File: src/rtl/mbus_wake_pkg.sv
// Shared types and default timing constants for the MBus wake/interrupt burst sequencer.
package mbus_wake_pkg;

  typedef enum logic [1:0] {
    IDLE    = 2'd0,
    DRIVE   = 2'd1,
    RESTORE = 2'd2,
    GAP     = 2'd3
  } wake_state_e;

  localparam int WAKE_TOGGLES  = 3;
  localparam int WAKE_HALF_CYC = 4;
  localparam int WAKE_GAP_CYC  = 8;

endpackage

File: src/rtl/mbus_rr_arbiter.sv
// Combinational round-robin pick: first set request at or after ptr, wrapping.
module mbus_rr_arbiter #(
  parameter int NUM_REQ = 4
) (
  input  logic [NUM_REQ-1:0]         req,
  input  logic [$clog2(NUM_REQ)-1:0] ptr,
  output logic [NUM_REQ-1:0]         win_oh,
  output logic                       win_valid
);

  localparam int PW = $clog2(NUM_REQ);

  logic [PW-1:0] idx;
  logic          hit;

  // Scan from the pointer upward; the first hit locks out all later candidates.
  always_comb begin
    win_oh    = {NUM_REQ{1'b0}};
    win_valid = 1'b0;
    idx       = {PW{1'b0}};
    hit       = 1'b0;
    for (int i = 0; i < NUM_REQ; i++) begin
      idx         = PW'((int'(ptr) + i) % NUM_REQ);
      hit         = !win_valid && req[idx];
      win_oh[idx] = win_oh[idx] | hit;
      win_valid   = win_valid | hit;
    end
  end

endmodule

File: src/rtl/mbus_wake_sequencer.sv
// Grants one requester at a time and drives the DATA toggle burst that wakes or
// interrupts a sleeping MBus member while bus CLK is held high.
module mbus_wake_sequencer
  import mbus_wake_pkg::*;
#(
  parameter int NUM_REQ     = 4,
  parameter int NUM_TOGGLES = WAKE_TOGGLES,
  parameter int HALF_CYC    = WAKE_HALF_CYC,
  parameter int GAP_CYC     = WAKE_GAP_CYC
) (
  input  logic               CLK_SYS,
  input  logic               negp_reset,
  input  logic [NUM_REQ-1:0] REQ,
  output logic [NUM_REQ-1:0] GNT,
  output logic               DOUT,
  output logic               DOUT_EN,
  output logic               DONE,
  output logic               BUSY
);

  localparam int PW      = $clog2(NUM_REQ);
  localparam int CNT_MAX = (HALF_CYC > GAP_CYC) ? HALF_CYC : GAP_CYC;
  localparam int CW      = $clog2(CNT_MAX + 1);
  localparam int PHW     = $clog2(2 * NUM_TOGGLES + 2);

  localparam logic [CW-1:0]  HALF_LAST = CW'(HALF_CYC - 1);
  localparam logic [CW-1:0]  GAP_LAST  = CW'(GAP_CYC);
  localparam logic [PHW-1:0] PH_LAST   = PHW'(2 * NUM_TOGGLES);

  wake_state_e        state_q, state_d;
  logic [CW-1:0]      cnt_q, cnt_d;
  logic [PHW-1:0]     ph_q, ph_d;
  logic [PW-1:0]      ptr_q, ptr_d, ptr_nxt;
  logic [NUM_REQ-1:0] gnt_q, gnt_d;
  logic               dout_q, dout_d;
  logic               den_q, den_d;
  logic               done_q, done_d;
  logic               busy_q, busy_d;

  logic [NUM_REQ-1:0] arb_oh;
  logic               arb_valid;

  mbus_rr_arbiter #(
    .NUM_REQ (NUM_REQ)
  ) u_arb (
    .req       (REQ),
    .ptr       (ptr_q),
    .win_oh    (arb_oh),
    .win_valid (arb_valid)
  );

  // Pointer moves to the slot just after the winner, wrapping to zero.
  always_comb begin
    ptr_nxt = ptr_q;
    for (int i = 0; i < NUM_REQ; i++) begin
      ptr_nxt = arb_oh[i] ? ((i == NUM_REQ - 1) ? {PW{1'b0}} : PW'(i + 1)) : ptr_nxt;
    end
  end

  always_comb begin
    state_d = state_q;
    cnt_d   = cnt_q;
    ph_d    = ph_q;
    ptr_d   = ptr_q;
    gnt_d   = gnt_q;
    dout_d  = dout_q;
    den_d   = den_q;
    done_d  = 1'b0;
    case (state_q)
      IDLE: begin
        if (arb_valid) begin
          state_d = DRIVE;
          gnt_d   = arb_oh;
          ptr_d   = ptr_nxt;
          dout_d  = 1'b0;
          den_d   = 1'b1;
          cnt_d   = {CW{1'b0}};
          ph_d    = {PHW{1'b0}};
        end else begin
          gnt_d  = {NUM_REQ{1'b0}};
          dout_d = 1'b1;
          den_d  = 1'b0;
        end
      end
      DRIVE: begin
        if (cnt_q == HALF_LAST) begin
          cnt_d = {CW{1'b0}};
          // Odd number of half-periods: the burst starts and ends low.
          if (ph_q == PH_LAST) begin
            state_d = RESTORE;
            ph_d    = {PHW{1'b0}};
            dout_d  = 1'b1;
          end else begin
            ph_d   = ph_q + PHW'(1);
            dout_d = ~dout_q;
          end
        end else begin
          cnt_d = cnt_q + CW'(1);
        end
      end
      RESTORE: begin
        if (cnt_q == HALF_LAST) begin
          state_d = GAP;
          cnt_d   = {CW{1'b0}};
          dout_d  = 1'b1;
          den_d   = 1'b0;
          done_d  = 1'b1;
        end else begin
          cnt_d = cnt_q + CW'(1);
        end
      end
      GAP: begin
        // First GAP cycle carries DONE with GNT; GAP_CYC grant-free cycles follow.
        gnt_d  = {NUM_REQ{1'b0}};
        dout_d = 1'b1;
        den_d  = 1'b0;
        if (cnt_q == GAP_LAST) begin
          state_d = IDLE;
          cnt_d   = {CW{1'b0}};
        end else begin
          cnt_d = cnt_q + CW'(1);
        end
      end
      default: begin
        state_d = IDLE;
        cnt_d   = {CW{1'b0}};
        ph_d    = {PHW{1'b0}};
        gnt_d   = {NUM_REQ{1'b0}};
        dout_d  = 1'b1;
        den_d   = 1'b0;
      end
    endcase
    busy_d = (state_d != IDLE);
  end

  always_ff @(posedge CLK_SYS or posedge negp_reset) begin
    if (negp_reset) begin
      state_q <= IDLE;
      cnt_q   <= {CW{1'b0}};
      ph_q    <= {PHW{1'b0}};
      ptr_q   <= {PW{1'b0}};
      gnt_q   <= {NUM_REQ{1'b0}};
      dout_q  <= 1'b1;
      den_q   <= 1'b0;
      done_q  <= 1'b0;
      busy_q  <= 1'b0;
    end else begin
      state_q <= state_d;
      cnt_q   <= cnt_d;
      ph_q    <= ph_d;
      ptr_q   <= ptr_d;
      gnt_q   <= gnt_d;
      dout_q  <= dout_d;
      den_q   <= den_d;
      done_q  <= done_d;
      busy_q  <= busy_d;
    end
  end

  assign GNT     = gnt_q;
  assign DOUT    = dout_q;
  assign DOUT_EN = den_q;
  assign DONE    = done_q;
  assign BUSY    = busy_q;

endmodule
File: config.mk
export PLATFORM = sky130hd
export DESIGN_NAME = mbus_wake_sequencer
export DESIGN_NICKNAME = d
export VERILOG_FILES = /design/src/rtl/mbus_wake_pkg.sv /design/src/rtl/mbus_rr_arbiter.sv /design/src/rtl/mbus_wake_sequencer.sv
export SDC_FILE = /design/constraint.sdc
export NUM_CORES = 1
export LEC_CHECK = 0
export CAP_MARGIN = 20
export CORE_MARGIN = 1
export CORE_UTILIZATION = 58
export DETAILED_ROUTE_END_ITERATION = 12
export GPL_TIMING_DRIVEN = 0
export MAX_ROUTING_LAYER = met4
export PLACE_DENSITY = 0.75
export SETUP_SLACK_MARGIN = 0.4
export SYNTH_ARGS = -nofsm -noshare
export SYNTH_HDL_FRONTEND = slang
export SYNTH_HIERARCHICAL = 1
export SYNTH_SLANG_ARGS = --single-unit
File: constraint.sdc
create_clock -name CLK_SYS -period 3.95 [get_ports CLK_SYS]
set_input_delay 0.5925 -clock CLK_SYS [delete_from_list [all_inputs] [get_ports CLK_SYS]]
set_output_delay 0.5925 -clock CLK_SYS [all_outputs]
set_load 0.02 [all_outputs]
==> report_table.html, run 1 <==
<table>
<tr><th>Metric</th><th>Value</th></tr>
<tr><th colspan="2">Critical path</th></tr>
<tr><td>Slowest cell delay on critical path</td><td>roughly 480 ps</td></tr>
<tr><td>Critical path startpoint</td><td>ptr_q[0]$_DFFE_PP0P_</td></tr>
<tr><td>Category of the worst setup path capture point</td><td>flop</td></tr>
<tr><td>Largest fanout of any net on the critical path</td><td>10</td></tr>
<tr><td>Worst setup SP type</td><td>flop</td></tr>
<tr><td>Count of cells along the worst register-to-register path</td><td>14</td></tr>
<tr><td>Path type of the worst setup path</td><td>flop to flop</td></tr>
<tr><td>Cell with the largest stage delay on the worst path</td><td>sky130_fd_sc_hd__mux4_2</td></tr>
<tr><td>Reg2Reg Capture Point</td><td>ptr_q[0]$_DFFE_PP0P_</td></tr>
<tr><td>Critical path capture point</td><td>ptr_q[0]$_DFFE_PP0P_</td></tr>
<tr><td>Setup slack, reg-to-reg</td><td>approximately 500 ps</td></tr>
<tr><td>Data required time at the worst endpoint</td><td>about 4200 ps</td></tr>
<tr><td>Critical Path AT</td><td>approximately 3700 ps</td></tr>
<tr><td>Cell Chain, Critical Path</td><td>buf_8 -&gt; buf_6 -&gt; clkinvlp_4 -&gt; ha_1 -&gt; buf_4 -&gt; mux4_2 -&gt; mux2_4 -&gt; a221o_2 -&gt; o22ai_2 -&gt; a2111o_1 -&gt; a31oi_4 -&gt; nor2_1 -&gt; a21oi_1 -&gt; o221a_2</td></tr>
<tr><td>Worst r2r src</td><td>ptr_q[0]$_DFFE_PP0P_</td></tr>
<tr><th colspan="2">Floorplanning</th></tr>
<tr><td>Core region area</td><td>approximately 2800 um^2</td></tr>
<tr><td>I/O pin cnt</td><td>14</td></tr>
<tr><td>Starting density of the core</td><td>62.5%</td></tr>
<tr><td>Number of core rows</td><td>19</td></tr>
<tr><td>Die Y-Extent</td><td>57.2 um</td></tr>
<tr><td>Die area</td><td>3270 um^2</td></tr>
<tr><td>Horizontal die dimension</td><td>~57 um</td></tr>
<tr><th colspan="2">CTS</th></tr>
<tr><td>Root Driver</td><td>sky130_fd_sc_hd__clkbuf_4</td></tr>
<tr><td>Quantity of hold-fixing buffers added after cts</td><td>0</td></tr>
<tr><td>Clock latency of the later-clocked register in the worst-skew pair</td><td>around 300 ps</td></tr>
<tr><td>Number of buffers created by CTS</td><td>3</td></tr>
<tr><td>Number of buffers on the longest clock path</td><td>2</td></tr>
<tr><td>Clock edge transition at the registers on the reported setup and hold paths</td><td>110 ps</td></tr>
<tr><td>Number of H-tree levels</td><td>1</td></tr>
<tr><td>Clk sink count</td><td>19</td></tr>
<tr><td>TritonCTS clock tree</td><td>done</td></tr>
<tr><th colspan="2">Synthesis</th></tr>
<tr><td>Main synth FF type</td><td>sky130_fd_sc_hd__dfrtp_1</td></tr>
<tr><td>Register bit total from synthesis</td><td>19</td></tr>
<tr><td>Syn. warnings</td><td>6</td></tr>
<tr><td>Area share of the largest cell type after synthesis</td><td>between 20% and 30%</td></tr>
<tr><td>Avg Cell Area, Syn</td><td>between 8 and 9 um^2</td></tr>
<tr><td>Top cell type by total area after synthesis</td><td>sky130_fd_sc_hd__dfrtp_1</td></tr>
<tr><td>Unique masters post-synth</td><td>66</td></tr>
<tr><td>Number of enable-type register cells in the synthesized netlist</td><td>0</td></tr>
<tr><td>Post-synth net total</td><td>214</td></tr>
<tr><td>Number of standard cells after synthesis</td><td>slightly below 200</td></tr>
<tr><td>Share of synthesized registers carrying an async set or reset</td><td>100%</td></tr>
<tr><td>Part of the Yosys area used for sequential elements</td><td>between 20% and 30%</td></tr>
<tr><td>Cell types occupying the most area after synthesis</td><td>sky130_fd_sc_hd__dfrtp_1 (25%), sky130_fd_sc_hd__ha_1 (7.1%), sky130_fd_sc_hd__nand2_1 (4.2%)</td></tr>
<tr><td>Combined area of all synthesized cells</td><td>~1800 um^2</td></tr>
<tr><th colspan="2">Detailed routing</th></tr>
<tr><td>Routed vias/inst</td><td>6.58</td></tr>
<tr><td>Iter 0 DRT Violations</td><td>around 110</td></tr>
<tr><td>Vias</td><td>1,645</td></tr>
<tr><td>DRC viols</td><td>0</td></tr>
<tr><td>Post-route ant nets</td><td>0</td></tr>
<tr><td>Detailed-route wire length</td><td>between 4000 and 5000 um</td></tr>
<tr><td>DR WL/cell</td><td>16.8 um</td></tr>
<tr><td>Total iterations of the first detailed-routing run</td><td>4</td></tr>
<tr><th colspan="2">GRT</th></tr>
<tr><td>Number of antenna violations at the first check in global routing</td><td>0</td></tr>
<tr><td>Number of global-route vias before repair</td><td>between 1,000 and 1,500</td></tr>
<tr><td>First-pass GRT wire length</td><td>between 6000 and 7000 um</td></tr>
<tr><td>GR Overflow Total</td><td>0</td></tr>
<tr><td>Tot GR Track Use</td><td>about 28%</td></tr>
<tr><td>Pin count of the biggest net entering global routing</td><td>20</td></tr>
<tr><th colspan="2">Power and ir drop</th></tr>
<tr><td>Leak Pwr</td><td>around 0.85 nW</td></tr>
<tr><td>Power Total</td><td>1.92 mW</td></tr>
<tr><td>Peak supply drop</td><td>about 0.00043 V</td></tr>
<tr><td>Total power divided by cell area</td><td>about 930 nW/um^2</td></tr>
<tr><th colspan="2">Final layout</th></tr>
<tr><td>Proportion of layout cells with a drive suffix above 1</td><td>about 23%</td></tr>
<tr><td>Area growth syn-to-layout</td><td>16.5%</td></tr>
<tr><td>Number of nets in the final layout</td><td>236</td></tr>
<tr><td>Diodes inserted</td><td>0</td></tr>
<tr><td>Layout Cells excl Fill</td><td>250</td></tr>
<tr><td>Final cell utilization of the core</td><td>72.8%</td></tr>
<tr><td>Most frequent cells in the layout</td><td>sky130_fd_sc_hd__nand2_1 (20), sky130_fd_sc_hd__dfrtp_1 (18), sky130_fd_sc_hd__o21ai_0 (14)</td></tr>
<tr><td>Leading cell type in the layout, fill and taps excluded</td><td>sky130_fd_sc_hd__nand2_1</td></tr>
<tr><th colspan="2">Status</th></tr>
<tr><td>Outcome</td><td>finished, final reports clean</td></tr>
<tr><th colspan="2">Timing</th></tr>
<tr><td>Fin crit share</td><td>87.3%</td></tr>
<tr><td>Transition time at the pin with the least slew margin</td><td>between 600 and 700 ps</td></tr>
<tr><td>Final worst-path setup slack</td><td>500 ps</td></tr>
<tr><td>Max Freq</td><td>between 200 and 300 MHz</td></tr>
<tr><td>Setup TNS</td><td>0 ps</td></tr>
<tr><td>Minimum clock period</td><td>~3400 ps</td></tr>
<tr><td>Hold Vio Cnt, Final</td><td>0</td></tr>
<tr><td>RSZ-0062 raised after global routing</td><td>true</td></tr>
<tr><td>Max-slew violation count</td><td>0</td></tr>
<tr><td>Final setup violation count</td><td>0</td></tr>
<tr><td>Worst slew margin relative to its limit</td><td>53.6%</td></tr>
<tr><td>Layout Skew</td><td>2.84 ps</td></tr>
<tr><th colspan="2">Placed design</th></tr>
<tr><td>IO Port Bufs</td><td>13</td></tr>
<tr><td>Placed Cells</td><td>~240</td></tr>
<tr><td>DP Wirelength</td><td>about 3000 um</td></tr>
<tr><td>Weighted congestion reported at the end of routability-driven placement</td><td>between 0.9 and 1</td></tr>
<tr><td>Pre-CTS worst setup slack</td><td>between 300 and 400 ps</td></tr>
<tr><th colspan="2">Worst hold path</th></tr>
<tr><td>Class of the worst hold path</td><td>flop to flop</td></tr>
<tr><th colspan="2">Run</th></tr>
<tr><td>Reported max-cap violation count</td><td>0</td></tr>
</table>
==> registers in the layout, indices dropped and copies added (netlist names) <==
signal / flops
DONE: 1
DOUT: 1
DOUT_EN: 1
ptr_q: 2
GNT: 4
cnt_q: 4
BUSY: 1
ph_q: 3
state_q: 2
==> per-layer routing <==
layer,track usage [%],vias to the layer above,wire length (um)
li1,-,792,-
met1,40.7,786,1940
met2,41.2,61,2000
met3,4.99,6,218
met4,5.23,0,31
met5,-,-,0
==> worst min-delay path by stage <==
stage                   startpoint                  end  slack, ps  cells after the start
2_1_floorplan  ph_q[2]$_DFFE_PP0P_  ph_q[2]$_DFFE_PP0P_        470                      1
3_5_place_dp    GNT[0]$_DFFE_PP0P_   GNT[0]$_DFFE_PP0P_        480                      2
5_1_grt           DOUT$_DFFE_PP1P_     DOUT$_DFFE_PP1P_        510                      2
4_1_cts           DOUT$_DFFE_PP1P_     DOUT$_DFFE_PP1P_        500                      2
6_report          DOUT$_DFFE_PP1P_     DOUT$_DFFE_PP1P_        500                      2
3_3_place_gp    GNT[0]$_DFFE_PP0P_   GNT[0]$_DFFE_PP0P_        470                      2
==> stage by stage <==
step | hold WS (ps) | instance area [um^2]
2_1_floorplan | 467 | 1770
6_report | 501 | 2060
5_1_grt | 514 | 2060
3_3_place_gp | 472 | 1940
3_5_place_dp | 481 | 1940
4_1_cts | 499 | 1980
==> cells by family (layout without fill, tap and decap cells) <==
logic type	after synthesis	after routing	synth area share, %
simple gates	73	73	23.8
compound gates	69	69	29.3
buf+inv	22	43	6.72
flops	19	19	27.0
fa+ha+maj	10	10	7.08
mux	5	5	6.16
==> where the power goes <==
group / internal, mW / leakage, nW / switching (mW)
logic: 0.676 / 0.589 / 0.805
clock network: 0.0378 / 0.0177 / 0.0614
registers: 0.270 / 0.242 / 0.0701
total: 0.984 / 0.848 / 0.936
==> area by class of cell <==
class                      count  area, um^2
multi-input combinational    157        1220
fill                         231         769
sequential                    19         477
timing repair buffer          17         160
buffer                        10        82.6
inverter                      12        48.8
tap                           31        38.8
clock buffer                   3        22.5
clock inverter                 1        5.00
==> critical path: cells and delay by family (launching register included) <==
kind                     cells  cell delay, ps
AO/OA/AOI/OAI                6            1310
multiplexers                 2             760
buffers and inverters        4             540
flip-flops                   1             410
adder cells (fa/ha/maj)      1             200
AND/OR/NAND/NOR              1             120
==> synth_stat cells, drive strengths merged (4+ instances only) <==
cell    count
nor2        9
nor3        5
dfrtp      18
a21o        4
mux4        4
o21ai      14
nor2b       4
a211oi      4
nand3b      5
inv        12
nand2b      7
clkbuf      7
a21oi      10
o31ai       4
ha         10
nand2      20
==> timing repair <==
action | CTS | global route
hold endpoints to repair | 0 | 0
resized for setup | 1 | 16
setup buffers | 1 | 3
pin swaps | 0 | 3
endpoints found under the setup margin | 1 | 6
(Power assumes the default switching activity.)
==> inputs of run 2 (changes only) <==
CAP_MARGIN = not set   (was 20)
CORE_UTILIZATION = 60   (was 58)
CTS_BUF_LIST = sky130_fd_sc_hd__clkbuf_8   (was not set)
PLACE_DENSITY = 0.78   (was 0.75)
SKIP_LAST_GASP = 1   (was not set)
==> run 2 against run 1 <==
Compared with the run above:
- combinational power fell by 3%
- first-iteration DRC count is 2.8% higher
- design area is 0.18% lower
- highest routed layer unchanged
- critical path type unchanged
- cell count fell by 0.80%
- critical path depth stayed put
- register-to-register slack about the same
- sequential share of layout area barely moved
- non-clock buffer count decreased by 2
- die area decreased by 3.2%
- setup slack improved by 10 ps
- clock skew rose by 2.8 ps
==> report_table.html, run 2 (synthesized netlist as in run 1, its figures left out) <==
<table>
<tr><th>Metric</th><th>Value</th></tr>
<tr><th colspan="2">Detailed routing</th></tr>
<tr><td>Detailed-route wire length</td><td>4200 um (+0.26%)</td></tr>
<tr><td>Post-route ant nets</td><td>0 (unchanged)</td></tr>
<tr><td>Iter 0 DRT Violations</td><td>112 (+2.8%)</td></tr>
<tr><td>Routed vias/inst</td><td>6.80 (+3.3%)</td></tr>
<tr><td>DRC viols</td><td>0 (unchanged)</td></tr>
<tr><td>Vias</td><td>1,686 (+2.5%)</td></tr>
<tr><td>DR WL/cell</td><td>16.9 um (+1.1%)</td></tr>
<tr><td>Total iterations of the first detailed-routing run</td><td>5 (+1)</td></tr>
<tr><th colspan="2">Critical path</th></tr>
<tr><td>Slowest cell delay on critical path</td><td>520 ps (+40 ps)</td></tr>
<tr><td>Largest fanout of any net on the critical path</td><td>10 (unchanged)</td></tr>
<tr><td>Category of the worst setup path capture point</td><td>flop</td></tr>
<tr><td>Worst path bufs/invs</td><td>4 (unchanged)</td></tr>
<tr><td>Worst path top cell family by delay</td><td>compound AO/OA/AOI/OAI gates</td></tr>
<tr><td>Data required time at the worst endpoint</td><td>4100 ps (-50 ps)</td></tr>
<tr><td>Cell Chain, Critical Path</td><td>buf_8 -&gt; buf_6 -&gt; inv_2 -&gt; ha_1 -&gt; clkbuf_4 -&gt; mux4_2 -&gt; mux2_4 -&gt; a221o_2 -&gt; o22ai_2 -&gt; a2111o_1 -&gt; a31oi_4 -&gt; nor2_1 -&gt; a21oi_1 -&gt; o221a_2</td></tr>
<tr><td>Worst setup SP type</td><td>flop</td></tr>
<tr><td>Cell with the largest stage delay on the worst path</td><td>sky130_fd_sc_hd__mux4_2</td></tr>
<tr><td>Path type of the worst setup path</td><td>flop to flop</td></tr>
<tr><td>Critical Path AT</td><td>3590 ps (-60 ps)</td></tr>
<tr><th colspan="2">Power and ir drop</th></tr>
<tr><td>Peak supply drop</td><td>0.000916 V (+110%)</td></tr>
<tr><td>Leak Pwr</td><td>0.848 nW (about the same)</td></tr>
<tr><td>Power Total</td><td>1.92 mW (-0.15%)</td></tr>
<tr><td>Total power divided by cell area</td><td>933 nW/um^2 (about the same)</td></tr>
<tr><th colspan="2">Timing</th></tr>
<tr><td>Transition time at the pin with the least slew margin</td><td>708 ps (+12.3 ps)</td></tr>
<tr><td>Layout Skew</td><td>5.67 ps (+2.83 ps)</td></tr>
<tr><td>RSZ-0062 raised after global routing</td><td>false</td></tr>
<tr><td>Worst slew margin relative to its limit</td><td>52.7% (-0.82 points)</td></tr>
<tr><td>Max Freq</td><td>291 MHz (+0.29%)</td></tr>
<tr><td>Max-slew violation count</td><td>0 (unchanged)</td></tr>
<tr><td>Final setup violation count</td><td>0 (unchanged)</td></tr>
<tr><td>Setup TNS</td><td>0 ps (unchanged)</td></tr>
<tr><td>Minimum clock period</td><td>3440 ps (-10.1 ps)</td></tr>
<tr><td>Fin crit share</td><td>87.1% (-0.25 points)</td></tr>
<tr><td>Hold Vio Cnt, Final</td><td>0 (unchanged)</td></tr>
<tr><th colspan="2">Floorplanning</th></tr>
<tr><td>I/O pin cnt</td><td>14 (unchanged)</td></tr>
<tr><td>Starting density of the core</td><td>63.6% (+1.1 points)</td></tr>
<tr><td>Die area</td><td>3170 um^2 (-3.2%)</td></tr>
<tr><td>Horizontal die dimension</td><td>56.3 um (-1.6%)</td></tr>
<tr><td>Die Y-Extent</td><td>56.3 um (-1.6%)</td></tr>
<tr><td>Number of core rows</td><td>19 (unchanged)</td></tr>
<tr><td>Core region area</td><td>2780 um^2 (-1.7%)</td></tr>
<tr><th colspan="2">CTS</th></tr>
<tr><td>Number of H-tree levels</td><td>1 (unchanged)</td></tr>
<tr><td>Number of buffers created by CTS</td><td>3 (unchanged)</td></tr>
<tr><td>Clock edge transition at the registers on the reported setup and hold paths</td><td>70 ps (-40 ps)</td></tr>
<tr><td>TritonCTS clock tree</td><td>done</td></tr>
<tr><td>Number of buffers on the longest clock path</td><td>2 (unchanged)</td></tr>
<tr><td>Clk sink count</td><td>19 (unchanged)</td></tr>
<tr><td>Clock latency of the later-clocked register in the worst-skew pair</td><td>260 ps (-40 ps)</td></tr>
<tr><td>Quantity of hold-fixing buffers added after cts</td><td>0 (unchanged)</td></tr>
<tr><td>Root Driver</td><td>sky130_fd_sc_hd__clkbuf_8</td></tr>
<tr><th colspan="2">GRT</th></tr>
<tr><td>Number of antenna violations at the first check in global routing</td><td>0 (unchanged)</td></tr>
<tr><td>Number of global-route vias before repair</td><td>1,477 (+0.20%)</td></tr>
<tr><td>GR Overflow Total</td><td>0 (unchanged)</td></tr>
<tr><td>Pin count of the biggest net entering global routing</td><td>20 (unchanged)</td></tr>
<tr><td>First-pass GRT wire length</td><td>6870 um (-1.1%)</td></tr>
<tr><td>Tot GR Track Use</td><td>27.9% (-0.11 points)</td></tr>
<tr><th colspan="2">Final layout</th></tr>
<tr><td>Number of filler instances in the final layout</td><td>213 (-7.8%)</td></tr>
<tr><td>Area growth syn-to-layout</td><td>16.3%</td></tr>
<tr><td>Final cell utilization of the core</td><td>73.9% (+1.1 points)</td></tr>
<tr><td>Most frequent cells in the layout</td><td>sky130_fd_sc_hd__nand2_1 (20), sky130_fd_sc_hd__dfrtp_1 (18), sky130_fd_sc_hd__o21ai_0 (14)</td></tr>
<tr><td>Diodes inserted</td><td>0 (unchanged)</td></tr>
<tr><td>Leading cell type in the layout, fill and taps excluded</td><td>sky130_fd_sc_hd__nand2_1</td></tr>
<tr><td>Proportion of layout cells with a drive suffix above 1</td><td>21.2% (-1.6 points)</td></tr>
<tr><td>Number of nets in the final layout</td><td>234 (-0.85%)</td></tr>
<tr><td>Layout Cells excl Fill</td><td>248 (-0.80%)</td></tr>
<tr><th colspan="2">Placed design</th></tr>
<tr><td>DP Wirelength</td><td>3030 um (about the same)</td></tr>
<tr><td>IO Port Bufs</td><td>13 (unchanged)</td></tr>
<tr><td>Weighted congestion reported at the end of routability-driven placement</td><td>0.878 (-2.6%)</td></tr>
<tr><td>Placed Cells</td><td>242 (unchanged)</td></tr>
<tr><th colspan="2">Worst hold path</th></tr>
<tr><td>Class of the worst hold path</td><td>flop to flop</td></tr>
<tr><th colspan="2">Status</th></tr>
<tr><td>Outcome</td><td>finished, final reports clean</td></tr>
<tr><th colspan="2">Run</th></tr>
<tr><td>Reported max-cap violation count</td><td>0 (unchanged)</td></tr>
</table>
-- run 2: layout make-up --
type	instances	area, um^2	share of cell area [%]
clock buffers	3	41.3	2.01
flip-flops and latches	19	477	23.2
well taps	31	38.8	1.89
multi-input cells	157	1220	59.5
inverters	12	45.0	2.19
plain buffers	10	81.3	3.96
clock inverters	1	5.00	0.243
repair buffers	15	145	7.06
-- run 2: path summary, 6_finish.rpt --
kind	slack, ps	to	cells after the start	start
worst min register to register	490	DOUT$_DFFE_PP1P_	2	DOUT$_DFFE_PP1P_
max in group asynchronous	2750	DONE$_DFF_PP0_	2	negp_reset
worst min-delay path	490	DOUT$_DFFE_PP1P_	2	DOUT$_DFFE_PP1P_
min in group asynchronous	750	cnt_q[0]$_DFFE_PP0P_	2	negp_reset
worst max register to register	510	ptr_q[0]$_DFFE_PP0P_	14	ptr_q[0]$_DFFE_PP0P_
worst max-delay path	510	ptr_q[0]$_DFFE_PP0P_	14	ptr_q[0]$_DFFE_PP0P_
-- run 2: power breakdown --
group	switching, mW	internal, mW
combinational	0.793	0.651
clock	0.0642	0.0701
sequential	0.0680	0.270
total	0.926	0.992
-- run 2: repair_timing --
| action | 4_1_cts | 5_1_grt |
|---|---|---|
| endpoints found under the setup margin | 1 | 4 |
| resized for setup | 0 | 12 |
| pin swaps | 0 | 3 |
| setup buffers | 1 | 1 |
-- run 2: worst register-to-register path: stages (launching register included) --
cell and delay, ps:
sky130_fd_sc_hd__dfrtp_1 380, sky130_fd_sc_hd__buf_8 140, sky130_fd_sc_hd__buf_6 140, sky130_fd_sc_hd__inv_2 70
sky130_fd_sc_hd__ha_1 190, sky130_fd_sc_hd__clkbuf_4 180, sky130_fd_sc_hd__mux4_2 520, sky130_fd_sc_hd__mux2_4 290
sky130_fd_sc_hd__a221o_2 420, sky130_fd_sc_hd__o22ai_2 180, sky130_fd_sc_hd__a2111o_1 270, sky130_fd_sc_hd__a31oi_4 140
sky130_fd_sc_hd__nor2_1 120, sky130_fd_sc_hd__a21oi_1 50, sky130_fd_sc_hd__o221a_2 250
-- run 2: metrics by stage --
step | setup WS (ps) | area [um^2] | hold WS [ps]
after floorplan | 727 | 1770 | 467
after global placement | 452 | 1940 | 472
after detailed placement | 355 | 1940 | 476
after CTS | 470 | 1990 | 495
after global routing | 348 | 2060 | 514
final | 510 | 2060 | 490
-- run 2: routing by layer --
metal | up-vias | part of all wire (%) | track usage (%)
li1 | 786 | - | -
met1 | 833 | 48 | 39.5
met2 | 63 | 46 | 43.7
met3 | 4 | 5.4 | 5.07
met4 | 0 | 0.50 | 2.79
met5 | - | 0 | -
==> RTL edit 1 (settings of run 2) <==
`NUM_REQ` is set to 4 in 2 places; all go to 2.
--- a/src/rtl/mbus_rr_arbiter.sv
+++ b/src/rtl/mbus_rr_arbiter.sv
@@ -1,5 +1,5 @@
 // Combinational round-robin pick: first set request at or after ptr, wrapping.
 module mbus_rr_arbiter #(
-  parameter int NUM_REQ = 4
+  parameter int NUM_REQ = 2
 ) (
   input  logic [NUM_REQ-1:0]         req,
--- a/src/rtl/mbus_wake_sequencer.sv
+++ b/src/rtl/mbus_wake_sequencer.sv
@@ -4,5 +4,5 @@
   import mbus_wake_pkg::*;
 #(
-  parameter int NUM_REQ     = 4,
+  parameter int NUM_REQ     = 2,
   parameter int NUM_TOGGLES = WAKE_TOGGLES,
   parameter int HALF_CYC    = WAKE_HALF_CYC,
Ports: changed (resized GNT and REQ); port bits go from 14 to 10. The function was not compared with the original's and may differ.
==> RTL edit 1 against run 2 <==
Clock power increased by 7%. Area after synthesis shrank 47%. Wire length fell by 53%. Power decreased by 63%. Sequential cell count fell by 3. Largest power group unchanged. Register-to-register slack better by 1.6 ns. Worst setup slack gained 1.4 ns. Cell area decreased by 47%. Maximum frequency is 71% higher.
==> RTL edit 1: results (changes against run 2) <==
Parameter                              Value

Route
  Violation count after the first detailed-route iteration    28 (-75%)
  Via count    817 (-52%)
  Met2 routed wirelength    970 µm (-50%)
  First-pass iteration count of the detailed router    4 (-1)
  Routed metal-1 wire length    886 µm (-56%)
  Post-DR wirelength/cell    14.9 µm (-12%)
  Met3 routed WL    94 µm (-59%)

Clock tree
  Cell at the root of the clock tree    clkbuf_8
  Number of levels in the clock H-tree    1 (unchanged)

STA
  Worst hold margin    0.501 ns (+0.0116 ns)
  Setup WS post-layout    1.94 ns (+1.43 ns)
  Relative slew slack    0.601 (+0.0739)
  Worst setup skew after layout    0.00432 ns (-0.00135 ns)

Placed design
  Buffers added on ports    9 (-4)
  DP HPWL    1360 µm (-55%)
  Dpl cell area    0.00104 mm² (-46%)
  Post-placement worst setup slack    1.73 ns (+1.38 ns)
  Placer Congestion    0.891 (+1.4%)

Global routing
  Vias in the first global route    781 (-47%)
  Wire length of the first global-routing pass    3440 µm (-50%)
  Pin count of the biggest net entering global routing    17 (-15%)
  GRT Total Usage    0.264 (-0.0149)

Power
  IR drop worst, VDD    0.000399 V (-56%)
  Cell leakage power    0.473 nW (-44%)

Worst setup path
  Destination of the worst register-to-register timing path    BUSY$_DFF_PP0_
  Number of cell instances on the worst register-to-register path    6 (-8)
  Worst-path cell with the longest stage delay    clkdlybuf4s50_1
  Family of cells with the greatest summed delay on the critical path    simple AND/OR/NAND/NOR gates
  Peak fanout along the critical path    8 (-2)
  Critical register-to-register path startpoint    state_q[1]$_DFF_PP0_
  Launch point of the critical path    REQ[0]
  Worst setup endpoint    ph_q[0]$_DFFE_PP0P_
  Crit path DAT    2.14 ns (-1.45 ns)
  Worst R2R Setup Slack    2.07 ns (+1.56 ns)

Logic synthesis
  Post-synthesis share of cell area spent on xor and xnor gates    0.00940 (+0.00940)
  Post-Syn Nets    114 (-47%)
  Synthesized-area fraction occupied by ao, oa, aoi and oai cells    0.231 (-0.0621)
  Post-synthesis share of cell area spent on full adders, half adders and majority gates    0.0805 (+0.00977)
  Multiplexer fraction of the synthesized cell area    0.0107 (-0.0508)
  Share of synthesized area occupied by flip-flops and latches    0.431 (+0.161)
  Count of cell types in the netlist    34 (-48%)
  Top cells by area in the synthesized netlist    dfrtp_1, ha_1, o21ai_0, nand2_1, nor2_1
  Ranking of synthesized cells by instance count    dfrtp_1, o21ai_0, nand2_1
  Cells after synthesis    104 (-47%)

Status
  Status    finished, final reports clean

Cells and area
  Number of antenna repair diodes    0 (unchanged)
  Number of inserted filler cells in the final layout    95 (-55%)
  Layout cell share with drive strength beyond 1    0.0513 (-0.161)
  Number of nets at the end of the flow    128 (-45%)

Min path
  Startpoint of the most critical hold path    GNT[1]$_DFFE_PP0P_
  Number of stages on the worst hold path    2 (unchanged)
  End point of the most critical hold path    GNT[1]$_DFFE_PP0P_
RTL edit 1: changes by cell type after synthesis, moves of 4 or more:
cell      delta
nand2_1     -11
a21oi_1      -6
inv_1        -5
nand2b_1     -5
ha_1         -4
nor3_1       -4
RTL edit 1: cell families after synthesis:
family / Yosys count
muxes: 1
xor gates and xnor gates: 1
and+or+nand+nor: 34
buffers and inverters: 12
AOI/OAI and AO/OA: 34
DFF: 16
adders and majority gates: 6
RTL edit 1: final cells by class:
class,count,area [µm²],area share
clock buffer,4,55.1,0.0502
tap,15,18.8,0.0171
timing repair buffer,9,90.1,0.0822
sequential,16,402,0.366
buffer,5,20.0,0.0183
multi-input combinational,76,484,0.442
inverter,7,26.3,0.0240
RTL edit 1: metal layers:
metal,global-route usage,vias up
met1,0.340,394
li1,-,394
met4,0.0968,0
met5,-,-
met3,0.0261,3
met2,0.431,26
RTL edit 1: where the power goes:
part	internal, mW	switching, mW
Clock	0.0884	0.0553
Combinational	0.133	0.179
Sequential	0.213	0.0357
==> RTL edit 2 (flow settings as in run 2) <==
Without the edit above. One comparison of `cnt_q` changes from == to >=.
--- a/src/rtl/mbus_wake_sequencer.sv
+++ b/src/rtl/mbus_wake_sequencer.sv
@@ -115,5 +115,5 @@
         dout_d = 1'b1;
         den_d  = 1'b0;
-        if (cnt_q == GAP_LAST) begin
+        if (cnt_q >= GAP_LAST) begin
           state_d = IDLE;
           cnt_d   = {CW{1'b0}};
Formal check against the unedited RTL: same outputs for any inputs over 10 cycles, from zero or initial values and one cycle with negp_reset high; that may be too few to reach the edited logic, so the function may still have changed.
==> RTL edit 2 against run 2 <==
Area after synthesis increased by 0.71%. Cell area increased by 2.8%. Sequential cell count unchanged. Wire length increased by 3.6%. Maximum frequency decreased by 4.1%. Worst setup slack got worse by 0.15 ns.
Power is left out: the tool's default activity adds up to more than one toggle a clock period on the data nets, which glitch-free logic cannot reach.
==> RTL edit 2: results (changes against run 2) <==
Parameter                              Value

Global routing
  Vias in the first global route    1578 (+6.8%)
  Wire length of the first global-routing pass    7040 µm (+2.5%)
  Pin count of the biggest net entering global routing    20 (unchanged)
  Global route overflow    0 (unchanged)
  GRT Total Usage    0.280 (+0.00190)

Cells and area
  Non-filler instance count after layout    252 (+1.6%)
  Layout cell share with drive strength beyond 1    0.231 (+0.0188)
  Number of antenna repair diodes    0 (unchanged)

STA
  Relative slew slack    0.513 (-0.0144)
  Worst setup skew after layout    0.00533 ns (-0.000339 ns)

Clock tree
  Clock Tree Buf Depth    2 (unchanged)
  TritonCTS Buffers    3 (unchanged)
  CTS clk-pin slew, worst paths    0.07 ns (about the same)
  Number of levels in the clock H-tree    1 (unchanged)
  Cell at the root of the clock tree    clkbuf_8
  Clock insertion delay at the later pin of the skew report    0.25 ns

Placed design
  Post-placement worst setup slack    0.357 ns (+0.00226 ns)
  Dpl cell area    0.00195 mm² (+0.65%)
  Placed Cells incl. Taps    242 (unchanged)
  Placer Congestion    0.932 (+6.1%)
  DP HPWL    3090 µm (+2.1%)
  Buffers added on ports    13 (unchanged)

Worst setup path
  Max stage delay on crit path    0.49 ns (-0.03 ns)
  Peak fanout along the critical path    10 (unchanged)
  Family of cells with the greatest summed delay on the critical path    compound AO/OA/AOI/OAI gates
  Crit path DAT    3.73 ns (+0.14 ns)
  Worst-path cell with the longest stage delay    mux4_2

Logic synthesis
  Count of cell types in the netlist    66 (unchanged)
  Top cells by area in the synthesized netlist    dfrtp_1, ha_1, mux4_2, o21ai_1, nand2_1
  Ranking of synthesized cells by instance count    dfrtp_1, nand2_1, inv_1
  Avg Inst Size Synth    8.99 µm² (+0.71%)
  Synth Warn #    6 (unchanged)
  Post-Syn Nets    215 (+0.47%)
  Share of flip-flops with an asynchronous set or reset after synthesis    1.00 (unchanged)
  Share of synthesized area occupied by flip-flops and latches    0.268 (-0.00189)
  Number of enable-type register cells in the synthesized netlist    0 (unchanged)

Status
  Status    finished, final reports clean

Route
  Via count    1688 (+0.12%)
  First-pass iteration count of the detailed router    5 (unchanged)
  Violation count after the first detailed-route iteration    120 (+7.1%)
  Post-DR wirelength/cell    17.3 µm (+2.0%)

Min path
  Worst min-delay path category    reg -> reg
RTL edit 2: worst paths after layout:
check                                      from              endpoint  slack [ns]  cells after the start
max                        ptr_q[0]$_DFFE_PP0P_  ptr_q[0]$_DFFE_PP0P_        0.36                     14
min                          GNT[3]$_DFFE_PP0P_    GNT[3]$_DFFE_PP0P_        0.50                      2
max reg2reg                ptr_q[0]$_DFFE_PP0P_  ptr_q[0]$_DFFE_PP0P_        0.36                     14
min reg2reg                  GNT[3]$_DFFE_PP0P_    GNT[3]$_DFFE_PP0P_        0.50                      2
max in group asynchronous            negp_reset  cnt_q[2]$_DFFE_PP0P_        2.73                      2
min in group asynchronous            negp_reset    GNT[1]$_DFFE_PP0P_        0.76                      2
RTL edit 2: logic make-up (layout without fill, tap and decap cells):
family | after synthesis | in the layout | share of synthesized area
fa+ha+maj | 11 | 11 | 0.0773
flops | 19 | 19 | 0.268
buf+inv | 24 | 47 | 0.0661
compound gates | 72 | 72 | 0.305
simple gates | 65 | 65 | 0.211
mux | 7 | 7 | 0.0731
RTL edit 2: metal layers:
layer / vias up / global-route usage / part of all wire
met3: 16 / 0.0438 / 0.068
met5: - / - / 0
met4: 0 / 0.0557 / 0.016
met1: 795 / 0.393 / 0.45
li1: 794 / - / -
met2: 83 / 0.435 / 0.47
RTL edit 2: timing repair:
| item | 4_1_cts | 5_1_grt |
|---|---|---|
| resized for setup | 3 | 14 |
| setup buffers | 0 | 6 |
| endpoints found under the setup margin | 2 | 6 |
| hold endpoints to repair | 0 | 0 |
| pin swaps | 0 | 5 |
RTL edit 2: layout make-up:
cell class              count  area [µm²]
fillers                   201         668
plain buffers               9        70.1
well taps                  31        38.8
repair buffers             19         175
flip-flops and latches     19         477
inverters                  15        56.3
clock inverters             1        5.00
clock buffers               3        41.3
multi-input cells         155        1250
